--- src/rtl/jericalla_control.sv ---
// Sequencer for the jericalla datapath: fetches 32-bit instructions, decodes
// register/ALU fields and issues one registered strobe per executed instruction.
//
// Handshake: instr is sampled only in FETCH on a cycle where instr_valid=1;
// there is no ready output, FETCH simply waits with pc held until valid arrives.
module jericalla_control (
    input  logic        clk,
    input  logic        rst_n,
    input  logic        start,
    input  logic [31:0] instr,
    input  logic        instr_valid,
    output logic [4:0]  pc,
    output logic [4:0]  rs1,
    output logic [4:0]  rs2,
    output logic [4:0]  rd,
    output logic [2:0]  alu_sel,
    output logic        we,
    output logic        mem_we,
    output logic        buf_we,
    output logic        demux_en,
    output logic        busy,
    output logic        done,
    output logic        illegal,
    output logic [2:0]  state_dbg
);

    typedef enum logic [2:0] {
        S_IDLE   = 3'd0,
        S_FETCH  = 3'd1,
        S_DECODE = 3'd2,
        S_EXEC   = 3'd3,
        S_DONE   = 3'd4
    } state_t;

    state_t      state;
    logic [31:0] ir;

    always_ff @(posedge clk) begin
        if (!rst_n) begin
            state    <= S_IDLE;
            ir       <= 32'd0;
            pc       <= 5'd0;
            rs1      <= 5'd0;
            rs2      <= 5'd0;
            rd       <= 5'd0;
            alu_sel  <= 3'd0;
            we       <= 1'b0;
            mem_we   <= 1'b0;
            buf_we   <= 1'b0;
            demux_en <= 1'b0;
            done     <= 1'b0;
            illegal  <= 1'b0;
        end else begin
            // Pulses default low so each is high for exactly the one cycle it was set for
            we       <= 1'b0;
            mem_we   <= 1'b0;
            buf_we   <= 1'b0;
            demux_en <= 1'b0;
            done     <= 1'b0;
            illegal  <= 1'b0;
            case (state)
                S_IDLE: begin
                    if (start) begin
                        pc    <= 5'd0;
                        state <= S_FETCH;
                    end
                end
                S_FETCH: begin
                    if (instr_valid) begin
                        ir    <= instr;
                        state <= S_DECODE;
                    end
                end
                S_DECODE: begin
                    rd      <= ir[25:21];
                    rs1     <= ir[20:16];
                    rs2     <= ir[15:11];
                    alu_sel <= ir[28:26];
                    // Strobes are set here so they are high during the EXEC cycle itself
                    case (ir[31:29])
                        3'b000: state <= S_EXEC;
                        3'b001: begin we       <= 1'b1; state <= S_EXEC; end
                        3'b010: begin mem_we   <= 1'b1; state <= S_EXEC; end
                        3'b011: begin buf_we   <= 1'b1; state <= S_EXEC; end
                        3'b100: begin demux_en <= 1'b1; state <= S_EXEC; end
                        3'b111: begin done     <= 1'b1; state <= S_DONE; end
                        default: begin illegal <= 1'b1; state <= S_IDLE; end
                    endcase
                end
                S_EXEC: begin
                    pc    <= pc + 5'd1;
                    state <= S_FETCH;
                end
                S_DONE: begin
                    state <= S_IDLE;
                end
                default: state <= S_IDLE;
            endcase
        end
    end

    assign busy      = (state != S_IDLE);
    assign state_dbg = state;

endmodule
--- config.mk ---
export PLATFORM = sky130hd
export DESIGN_NAME = jericalla_control
export DESIGN_NICKNAME = d
export VERILOG_FILES = /design/src/rtl/jericalla_control.sv
export SDC_FILE = /design/constraint.sdc
export NUM_CORES = 1
export LEC_CHECK = 0
export ABC_AREA = 1
export CORE_MARGIN = 5
export CORE_UTILIZATION = 30
export DETAILED_ROUTE_END_ITERATION = 12
export PLACE_DENSITY = 0.58
export SYNTH_ARGS = -nofsm -noshare
export SYNTH_HDL_FRONTEND = slang
export SYNTH_SLANG_ARGS = --single-unit
--- constraint.sdc ---
create_clock -name clk -period 1.1 [get_ports clk]
set_input_delay 0.22 -clock clk [delete_from_list [all_inputs] [get_ports clk]]
set_output_delay 0.22 -clock clk [all_outputs]
set_load 0.02 [all_outputs]
# After elaboration in Yosys (flattened, before gate mapping)
# Cells that the tools add are included.
# op_classes
add_sub_neg,1
n_eq_ne,10
muxes,12
reduce_logical,10
# op_table
operator,n
$eq A3 B2 Y1 const B,4
$pmux W3 S4,1
$pmux W5 S2,1
$reduce_and A2 Y1,4
$eq A3 B1 Y1 const B,2
$eq A3 B3 Y1 const B,2
$logic_not A3 Y1,2
$mux W1,6
$mux W3,2
$pmux W3 S2,1
$reduce_or A6 Y1,1
$add A5 B1 Y5 const B,1
$mux W5,1
$reduce_or A5 Y1,1
$ne A2 B2 Y1 const B,2
$reduce_bool A3 Y1,1
$reduce_bool A2 Y1,1
# totals
register_bits,64
inputBits,36
output_inout_bits,33
wordCells,46

# Depth between registers and ports, before layout
# Gate-level depths: netlist of the first run.
# logic_depth
depth_word,4
ltp_mapped,8
depth_no_buf,7

# Worst setup path before layout of the first run
# Ideal clock, no wire load.
# synth_timing
path_kind,register -> register
startpoint,register state[2] (netlist: state_dbg[2])
endpoint,register state[0] (netlist: state_dbg[0])
t_arrival_ns,1.131
required_time_ns,0.982
setup_slack_ns,-0.149
stages_incl_launch_ff,8
path_buffers,0
synth_period_minus_slack_ns,1.249
path_cell_list,dfxtp_1 nor2_1 nand2_1 nand2_1 inv_1 nand2_1 nand2_1 a21oi_1
# synth_between
elab_chain_cells,3
# synth_lines
element,line,rtl
start: declaration,35,state_t state;
start signal: assignment,40,state <= S_IDLE;
start signal: assignment,65,state <= S_FETCH;
start signal: assignment,71,state <= S_DECODE;
$eq A3 B1 Y1 / $logic_not A3 Y1 (equally long branches),61,case (state)
$ne A2 B2 Y1 (no source line),-,
$reduce_and A2 Y1 (no source line),-,
# Parallel ways exist; a longest one is shown, timed or not.
# A chain may end at the register's enable or synchronous reset.

# Worst setup path after layout of the first run
# layout_timing
startpoint,register state[2] (netlist: state_dbg[2])
endpoint,register ir[25]
# layout_between
elab_chain_cells,2
# layout_lines
element,line,rtl
$eq A3 B1 Y1,61,
$reduce_and A2 Y1 (no source line),-,
end signal: assignment,70,ir <= instr;
end: declaration,36,logic [31:0] ir;
# No other way between the ends.

==> results.yml, run 1 <==
yosys:
  synthTopCellsByArea: "dfxtp_1 54%, nor2_1 15%, o21ai_0 11%"
  ys_types: 26
  yosysTopAreaCell: "dfxtp_1"
  synth.avg_cell_area_um2: 7.994
  synth_top_family_by_area: "simple AND/OR/NAND/NOR gates"
  synth_common_cells: "76 x nor2_1, 53 x dfxtp_1, 43 x o21ai_0"
  synth_fa_ha_area_share_pct: 0.6414
  synthArstFlopShare_pct: 0
  synth-seq-cells: 53
  synthMuxAreaShare_pct: 0
  synth_top_area_share_pct: 54.39
  synth_compound_area_share_pct: 13.98
  yosys.area_share.simple_pct: 24.89
  synthXorXnorAreaFrac_pct: 0
  synthCells: 244
  netlist_area_um2: 1951
  synth_nets: 281
  synth_warnings: 0
  synth_edf_count: 0
  yosysMostFrequentCell: "nor2_1"
  yosysSeqAreaShare_pct: 54.39
  ys.flop_type: "dfxtp_1"
run:
  drv_cap: 0
die:
  core_um2: 6350
  die_y_um: 90.64
  core.rowCount: 29
  die_area_um2: 8215
  ios: 69
  start_util_pct: 30.72
  die_w_um: 90.64
route:
  initialDrtViolationCount: 41
  wl_per_cell_um: 12.34
  route.antenna.remaining_nets: 0
  drc: 0
  viasPerCell: 4.505
  num_vias: 1820
  postRouteWirelength_um: 4987
  dr.pass1.iters: 4
placed_design:
  numPortBuffers: 57
  globalplace.congestion: 0.7290
  dp_slack_ns: -0.3329
  dp_cells: 392
  hpwl_um: 3430
  placed_area_um2: 2820
sta:
  period_needed_ns: 1.207
  period_share_pct: 109.7
  finClkSkew_ns: 0.008757
  tightest_slew_ns: 0.3849
  setup_viol: 49
  tns_ns: -3.746
  final-max-slew-violation-count: 0
  slew_headroom_pct: 74.07
  rsz0062_at_grt: "true"
  setup_slack_ns: -0.1071
  whs_ns: 0.4740
  fmax_mhz: 828.4
  hold_viol: 0
cells_and_area:
  num-nets-final: 363
  final_util_pct: 49.81
  fin_area_um2: 3163
  final_cells: 404
  n_fill_cell: 612
  diodes: 0
  drive_gt1_share_pct: 44.95
  synthToLayoutAreaGrowth_pct: 62.16
setup_path:
  rr_endpoint: "ir[25]$_SDFFE_PN0P_"
  crit_path_start_kind: "flop"
  required_ns: 1.30
  r2r_slack_ns: -0.11
  timing.critical_path.to: "ir[25]$_SDFFE_PN0P_"
  crit_start: "state_dbg[2]$_SDFFE_PN0P_"
  endpoint_kind: "flop"
  criticalPathCategory: "reg -> reg"
  r2r_cells: 6
  r2r-start: "state_dbg[2]$_SDFFE_PN0P_"
  arrival_ns: 1.41
  path_max_fanout: 13
outcome:
  violations: "negative setup slack"
  outcome: "complete, but fails checks"
clocking:
  clkSinkCount: 53
  clk_pin_slew_ns: 0.09
  cts_hold_buf: 0
  cts_buffers: 5
  cts_buffer_depth: 2
  root_buffer: "clkbuf_8"
  cts_tree: "yes"
  clock_latency_ns: 0.30
  htree_levels: 2
global_routing:
  grt_util_all_layers_pct: 12.05
  grt_pass1_vias: 1814
  grt_overflow: 0
  grt_max_degree: 20
  grt_pass1_wl_um: 8314
  antenna_found_initial: 0
power:
  p_leak_nw: 1.333
  vdd_drop_max_mv: 0.7551
  powerDensity_nw_per_um2: 1580
  p_total_mw: 4.998
min_path:
  hp-class: "reg -> reg"
## layout by cell type (no fill, tap or decap), drive strengths merged
master and n:
nand3b 1, clkbuf 9, nand3 11, dfxtp 53, inv 14, a211oi 1
buf 60, nor3 3, nand2 15, nor2 79, nor4 2, ha 1
a21oi 9, o21ai 44, clkdlybuf4s50 24, nor3b 1
## cell families (layout without fill, tap and decap cells)
| group | Yosys count | after routing |
|---|---|---|
| flops | 53 | 53 |
| fa+ha+maj | 1 | 1 |
| simple gates | 112 | 112 |
| compound gates | 54 | 54 |
| buf+inv | 24 | 107 |
## repair_timing
action / 4_1_cts / 5_1_grt
buffers inserted: 2 / 2
pin swaps: 4 / 27
gates resized for setup: 170 / 99
endpoints found under the setup margin: 86 / 60
## how the worst min path moves through the flow
stage,from,end,slack [ns],depth (start not counted)
after detailed placement,ir[27]$_SDFFE_PN0P_,alu_sel[1]$_SDFFE_PN0P_,0.47,2
after global placement,ir[30]$_SDFFE_PN0P_,demux_en$_SDFF_PN0_,0.46,1
after global routing,instr[16],ir[16]$_SDFFE_PN0P_,0.52,3
after floorplan,rst_n,ir[30]$_SDFFE_PN0P_,0.36,2
after CTS,ir[24]$_SDFFE_PN0P_,ir[24]$_SDFFE_PN0P_,0.49,2
final,ir[27]$_SDFFE_PN0P_,alu_sel[1]$_SDFFE_PN0P_,0.47,2
## critical path: stages, from the launching register on
cell	delay, ns
dfxtp_4	0.37
buf_6	0.13
nor2_4	0.14
nand3_4	0.13
buf_12	0.18
o21ai_1	0.12
nor2_1	0.05
## final cells by class
type / count / area, um2 / area share, %
multi-input combinational: 167 / 1062 / 33.58
tap: 77 / 96.34 / 3.046
sequential: 53 / 1075 / 33.98
timing repair buffer: 85 / 748.2 / 23.66
clock buffer: 8 / 111.4 / 3.521
inverter: 14 / 70.07 / 2.215
## report_power, final
part / switching, mW / leakage (nW) / total [mW] / internal (mW)
Sequential: 0.135 / 0.435 / 2.26 / 2.13
Clock: 0.620 / 0.0566 / 1.27 / 0.652
Combinational: 0.799 / 0.842 / 1.46 / 0.663
Total: 1.55 / 1.33 / 5.00 / 3.44
## per-layer routing
metal | vias to the layer above | GRT usage (%) | share of wire [%] | wire length, um
met4 | 0 | 3.722 | 1.8 | 89
met5 | - | 0 | 0 | 0
met2 | 35 | 20.70 | 48 | 2402
met3 | 7 | 3.250 | 4.5 | 226
li1 | 955 | - | - | -
met1 | 823 | 14.52 | 45 | 2269
## flip-flops by register name (all words and copies together) (netlist names)
signal,cells
ir,21
pc,5
rd,5
rs1,5
rs2,5
alu_sel,3
state_dbg,3
buf_we,1
demux_en,1
done,1
illegal,1
mem_we,1
we,1
Power figures use the tool's default switching activity.
==> inputs of run 2 (changes only) <==
- ABC_AREA: 1 -> default
- CORE_ASPECT_RATIO: default -> 0.9
- PLACE_DENSITY: 0.58 -> 0.56
- clock period: 1.1 -> 1.3 ns (I/O delays scaled with it)
==> run 2 against run 1 <==
Against the previous run:
- the flow still finishes with violations (negative setup slack)
- synthesized cell count decreased by 2.9%
- sequential cell count unchanged
- fmax decreased by 15%
- synthesized area increased by 1.1%
- global-route usage increased by 0.31 points
- die area increased by 1.0%
- via count decreased by 1.4%
- clock power decreased by 25%
- critical endpoint is now pc[0]$_SDFFE_PN0P_
==> results.yml, run 2 <==
outcome:
  outcome: "complete, but fails checks"
  violations: "negative setup slack"
die:
  die_area_um2: 8297
  start_util_pct: 30.42
  core.rowCount: 28
  ios: 69
  die_w_um: 95.46
  die_y_um: 86.92
  core_um2: 6481
sta:
  period_needed_ns: 1.421
  slew_headroom_pct: 79.96
  rsz0062_at_grt: "true"
  finClkSkew_ns: 0.009935
  setup_viol: 23
  setup_slack_ns: -0.1210
  tightest_slew_ns: 0.2974
  final-max-slew-violation-count: 0
  fmax_mhz: 703.8
  period_share_pct: 109.3
  hold_viol: 0
setup_path:
  arrival_ns: 1.62
  endpoint_kind: "flop"
  required_ns: 1.50
  path_max_fanout: 3
  crit_path_start_kind: "flop"
  criticalPathCategory: "reg -> reg"
global_routing:
  antenna_found_initial: 0
  grt_util_all_layers_pct: 12.36
  grt_overflow: 0
  grt_max_degree: 25
  grt_pass1_vias: 1714
  grt_pass1_wl_um: 8100
cells_and_area:
  final_common_cell: "nand2_1"
  fin_area_um2: 3000
  regMostFlops: "ir"
  synthToLayoutAreaGrowth_pct: 52.16
  diodes: 0
  largest_reg_flops: 21
  num-nets-final: 352
  drive_gt1_share_pct: 21.20
  n_fill_cell: 671
  layout.cells.most_common_list: "78 x nand2_1, 50 x dfxtp_1, 35 x a21oi_1"
yosys:
  ys_types: 34
  ys.flop_type: "dfxtp_1"
  yosysSeqAreaShare_pct: 53.81
  synth_warnings: 0
  netlist_area_um2: 1972
  synth_nets: 274
  yosysTopAreaCell: "dfxtp_1"
  synth_edf_count: 0
  synth.avg_cell_area_um2: 8.320
  synth_common_cells: "80 x nand2_1, 53 x dfxtp_1, 42 x a21oi_1"
  synthTopCellsByArea: "dfxtp_1 54%, nand2_1 15%, a21oi_1 11%"
  synthCells: 237
  yosysMostFrequentCell: "nand2_1"
  synth-seq-cells: 53
  synthArstFlopShare_pct: 0
  synth_top_area_share_pct: 53.81
route:
  wl_per_cell_um: 12.49
  postRouteWirelength_um: 5069
  viasPerCell: 4.419
  route.antenna.remaining_nets: 0
  initialDrtViolationCount: 65
  num_vias: 1794
  drc: 0
  dr.pass1.iters: 4
power:
  vdd_drop_max_mv: 0.5622
  combPwrFrac_pct: 14.3
  pwr-share-seq_pct: 54.9
  powerDensity_nw_per_um2: 1026
  p_switching_mw: 0.7923
  p_leak_nw: 1.168
  switching_share_pct: 25.74
  p_int_mw: 2.286
  power_frac_clock_pct: 30.8
clocking:
  htree_levels: 2
  cts_buffer_depth: 2
  cts_hold_buf: 0
  root_buffer: "clkbuf_8"
  cts_buffers: 5
  clock_latency_ns: 0.31
  clk_pin_slew_ns: 0.10
  clkSinkCount: 53
  cts_tree: "yes"
placed_design:
  dp_slack_ns: -0.3673
  numPortBuffers: 57
  hpwl_um: 3458
  placed_area_um2: 2803
  globalplace.congestion: 0.7037
run:
  drv_cap: 0
min_path:
  hp-class: "reg -> reg"
==> run 2: repair_timing <==
| action | in CTS | in global routing |
|---|---|---|
| gates cloned | 0 | 2 |
| setup buffers | 0 | 1 |
| endpoints found under the setup margin | 59 | 48 |
| gates resized for setup | 53 | 37 |
| pin swaps | 3 | 3 |
==> run 2: path summary, 6_finish.rpt <==
kind | from | end | slack (ns) | cells after the start
worst max register to register | state_dbg[0]$_SDFFE_PN0P_ | pc[0]$_SDFFE_PN0P_ | -0.12 | 4
worst min-delay path | alu_sel[1]$_SDFFE_PN0P_ | alu_sel[1]$_SDFFE_PN0P_ | 0.45 | 2
worst max-delay path | state_dbg[0]$_SDFFE_PN0P_ | pc[0]$_SDFFE_PN0P_ | -0.12 | 4
worst min register to register | alu_sel[1]$_SDFFE_PN0P_ | alu_sel[1]$_SDFFE_PN0P_ | 0.45 | 2
==> run 2: stage by stage <==
stage,util [%],instances,hold WS [ns],total power [mW],TNS (ns)
2_1_floorplan,-,237,0.3960,1.914,-0.5526
3_3_place_gp,43.24,395,0.4380,2.115,-5.767
3_5_place_dp,43.24,395,0.4431,2.117,-6.173
4_1_cts,44.58,403,0.4594,3.085,-0.9046
5_1_grt,46.29,406,0.4728,3.247,-2.610
6_report,46.29,406,0.4549,3.078,-1.022
==> run 2: critical path, cell delays in order, from the launching register on <==
cell and delay [ns]:
dfxtp_2 0.35, buf_6 0.11, or4b_4 0.54, and3_4 0.16, o21a_1 0.16
==> run 2: cell type report <==
class | count | area, um2 | area share [%]
clock buffer | 5 | 68.82 | 2.294
clock inverter | 3 | 25.02 | 0.8340
inverter | 1 | 3.754 | 0.1251
multi-input combinational | 167 | 907.1 | 30.23
sequential | 53 | 1065 | 35.49
tap | 90 | 112.6 | 3.753
timing repair buffer | 87 | 818.3 | 27.27
==> run 2: logic make-up (layout without fill, tap and decap cells) <==
group	count (synthesis)	after routing	share of synthesized area, %
and+or+nand+nor	116	116	28.17
DFF	53	53	53.81
AOI/OAI and AO/OA	48	48	12.63
buffers and inverters	17	96	3.807
adders and majority gates	1	1	0.6344
xor gates and xnor gates	1	1	0.4442
muxes	1	1	0.5076
==> run 2: power by group through the flow <==
stage                     combinational (mW)  clock (mW)  sequential, mW
after floorplan                        0.174           0            1.74
after global placement                 0.391           0            1.72
after detailed placement               0.392           0            1.73
after CTS                              0.396       0.999            1.69
after global routing                   0.480        1.07            1.70
final                                  0.441       0.948            1.69
==> run 2: routing by layer <==
layer  routed length, um  vias up  global-route usage (%)
li1                    -      946                       -
met1                2441      814                   16.57
met2                2357       32                   19.45
met3                 226        2                   3.284
met4                  43        0                   3.876
met5                   0        -                       0
==> inputs of run 3 (changes only) <==
- REMOVE_ABC_BUFFERS: default -> 1
==> run 3 against run 2 <==
Against the previous run:
- the run still ends with negative setup slack left
- combinational power up 24%
- core utilization is 6.1 points higher
- routed wire length grew 6.5%
- power grew 3.4%
- fmax about the same
- register-to-register slack about the same
- count of clock-buffer cells in the layout up 1
- sequential power about the same
- global-route usage increased by 0.24 points
- die area unchanged
- via count increased by 4.2%
- non-clock buffer count rose by 5
- highest routed layer unchanged
==> results.yml, run 3 (synthesis results as in run 2) <==
cells_and_area:
  synthToLayoutAreaGrowth_pct: 72.27
  multi_input_area_um2: 1222
  final_common_cell: "dfxtp_1"
  diodes: 0
  num-nets-final: 357
  largest_reg_flops: 21
  final-seq-area_um2: 1066
  regMostFlops: "ir"
  layout.cells.most_common_list: "49 x dfxtp_1, 46 x nand2_1, 32 x a21oi_2"
  drive_gt1_share_pct: 40.50
  n_fill_cell: 628
  final_util_pct: 52.41
  fin_area_um2: 3397
setup_path:
  criticalPathCategory: "reg -> out"
  path_max_fanout: 2
  timing.critical_path.to: "busy"
  rr_endpoint: "ir[26]$_SDFFE_PN0P_"
  r2r-start: "state_dbg[2]$_SDFFE_PN0P_"
  critPathTopFamily: "simple AND/OR/NAND/NOR gates"
  arrival_ns: 1.16
  r2r_cells: 6
  required_ns: 1.04
  endpoint_kind: "output port"
  critPathMaxStageDelay_ns: 0.38
  cp.depth: 2
  crit_buf_inv: 1
  crit_start: "state_dbg[2]$_SDFFE_PN0P_"
  critPathSlowestCell: "or3_1"
  crit_chain: "or3_1, buf_6"
  r2r_slack_ns: -0.11
  crit_path_start_kind: "flop"
route:
  route.antenna.remaining_nets: 0
  initialDrtViolationCount: 36
  postRouteWirelength_um: 5398
  num_vias: 1870
  drc: 0
  wl_per_cell_um: 13.13
  viasPerCell: 4.550
  dr.pass1.iters: 4
power:
  vdd_drop_max_mv: 0.3690
  p_leak_nw: 1.457
  powerDensity_nw_per_um2: 936.7
placed_design:
  hpwl_um: 3533
  placed_area_um2: 2801
  globalplace.congestion: 0.7789
  numPortBuffers: 57
sta:
  setup_viol: 30
  slew_headroom_pct: 77.27
  period_needed_ns: 1.421
  period_share_pct: 109.3
  hold_viol: 0
  setup_slack_ns: -0.1214
  final-max-slew-violation-count: 0
  rsz0062_at_grt: "true"
  tns_ns: -2.052
  tightest_slew_ns: 0.3406
  finClkSkew_ns: 0.005273
  fmax_mhz: 703.5
  whs_ns: 0.4517
clocking:
  clkSinkCount: 53
  root_buffer: "clkbuf_8"
  clk_pin_slew_ns: 0.09
  cts_buffer_depth: 2
  cts_hold_buf: 0
  cts_tree: "yes"
  cts_buffers: 5
  clock_latency_ns: 0.30
  htree_levels: 2
global_routing:
  grt_max_degree: 24
  grt_pass1_vias: 1662
  grt_util_all_layers_pct: 12.60
  grt_pass1_wl_um: 8252
  antenna_found_initial: 0
  grt_overflow: 0
die:
  die_w_um: 95.46
  start_util_pct: 30.42
  core_um2: 6481
  die_y_um: 86.92
  ios: 69
  die_area_um2: 8297
  core.rowCount: 28
outcome:
  outcome: "complete, but fails checks"
  violations: "negative setup slack"
min_path:
  hp-class: "reg -> reg"
run:
  drv_cap: 0
==> run 3: what timing repair did <==
| action | CTS | global route |
|---|---|---|
| setup endpoints to repair | 77 | 58 |
| resized for setup | 55 | 130 |
| gates cloned | 0 | 3 |
| buffers inserted | 0 | 3 |
| pin swaps | 0 | 57 |
==> run 3: layer usage <==
layer  wire (um)  vias up  global-route usage [%]
met2        2630       36                   19.39
met3         258        5                   3.544
met4          57        0                   3.876
li1            -      958                       -
met1        2452      871                   17.16
met5           0        -                       0
==> run 3: worst min-delay path by stage <==
stage	from	endpoint	slack [ns]	cells after the start
after CTS	ir[28]$_SDFFE_PN0P_	alu_sel[2]$_SDFFE_PN0P_	0.46	2
after global routing	rs1[2]$_SDFFE_PN0P_	rs1[2]$_SDFFE_PN0P_	0.47	2
final	rs1[2]$_SDFFE_PN0P_	rs1[2]$_SDFFE_PN0P_	0.45	2
after floorplan	rst_n	pc[0]$_SDFFE_PN0P_	0.38	1
after detailed placement	ir[28]$_SDFFE_PN0P_	alu_sel[2]$_SDFFE_PN0P_	0.44	2
after global placement	ir[28]$_SDFFE_PN0P_	alu_sel[2]$_SDFFE_PN0P_	0.44	2
==> run 3: worst reg2reg max path, cell delays in order, from the launching register on <==
cell and delay [ns]:
dfxtp_2 0.33, buf_6 0.13, buf_6 0.12, and4bb_4 0.41
clkbuf_16 0.20, nand2_4 0.05, a21oi_2 0.12
==> run 3: layout make-up <==
type                            instances  share of cell area, %
Sequential cell                        53                  31.38
Clock inverter                          2                 0.4052
Clock buffer                            6                  2.136
Inverter                                1                 0.1105
Multi-Input combinational cell        167                  35.99
Timing Repair Buffer                   92                  26.67
Tap cell                               90                  3.315
==> run 3: power breakdown <==
part | internal [mW] | total (mW) | switching (mW)
clock network | 0.385 | 0.935 | 0.549
registers | 1.67 | 1.70 | 0.0365
logic | 0.270 | 0.545 | 0.275
total | 2.32 | 3.18 | 0.860
==> run 3: stage by stage <==
stage	setup slack (ns)	power (mW)	instances
after floorplan	-0.3574	1.885	221
after global placement	-0.3341	2.106	397
after detailed placement	-0.3356	2.108	397
after CTS	-0.1614	3.037	405
after global routing	-0.1616	3.333	411
final	-0.1214	3.182	411
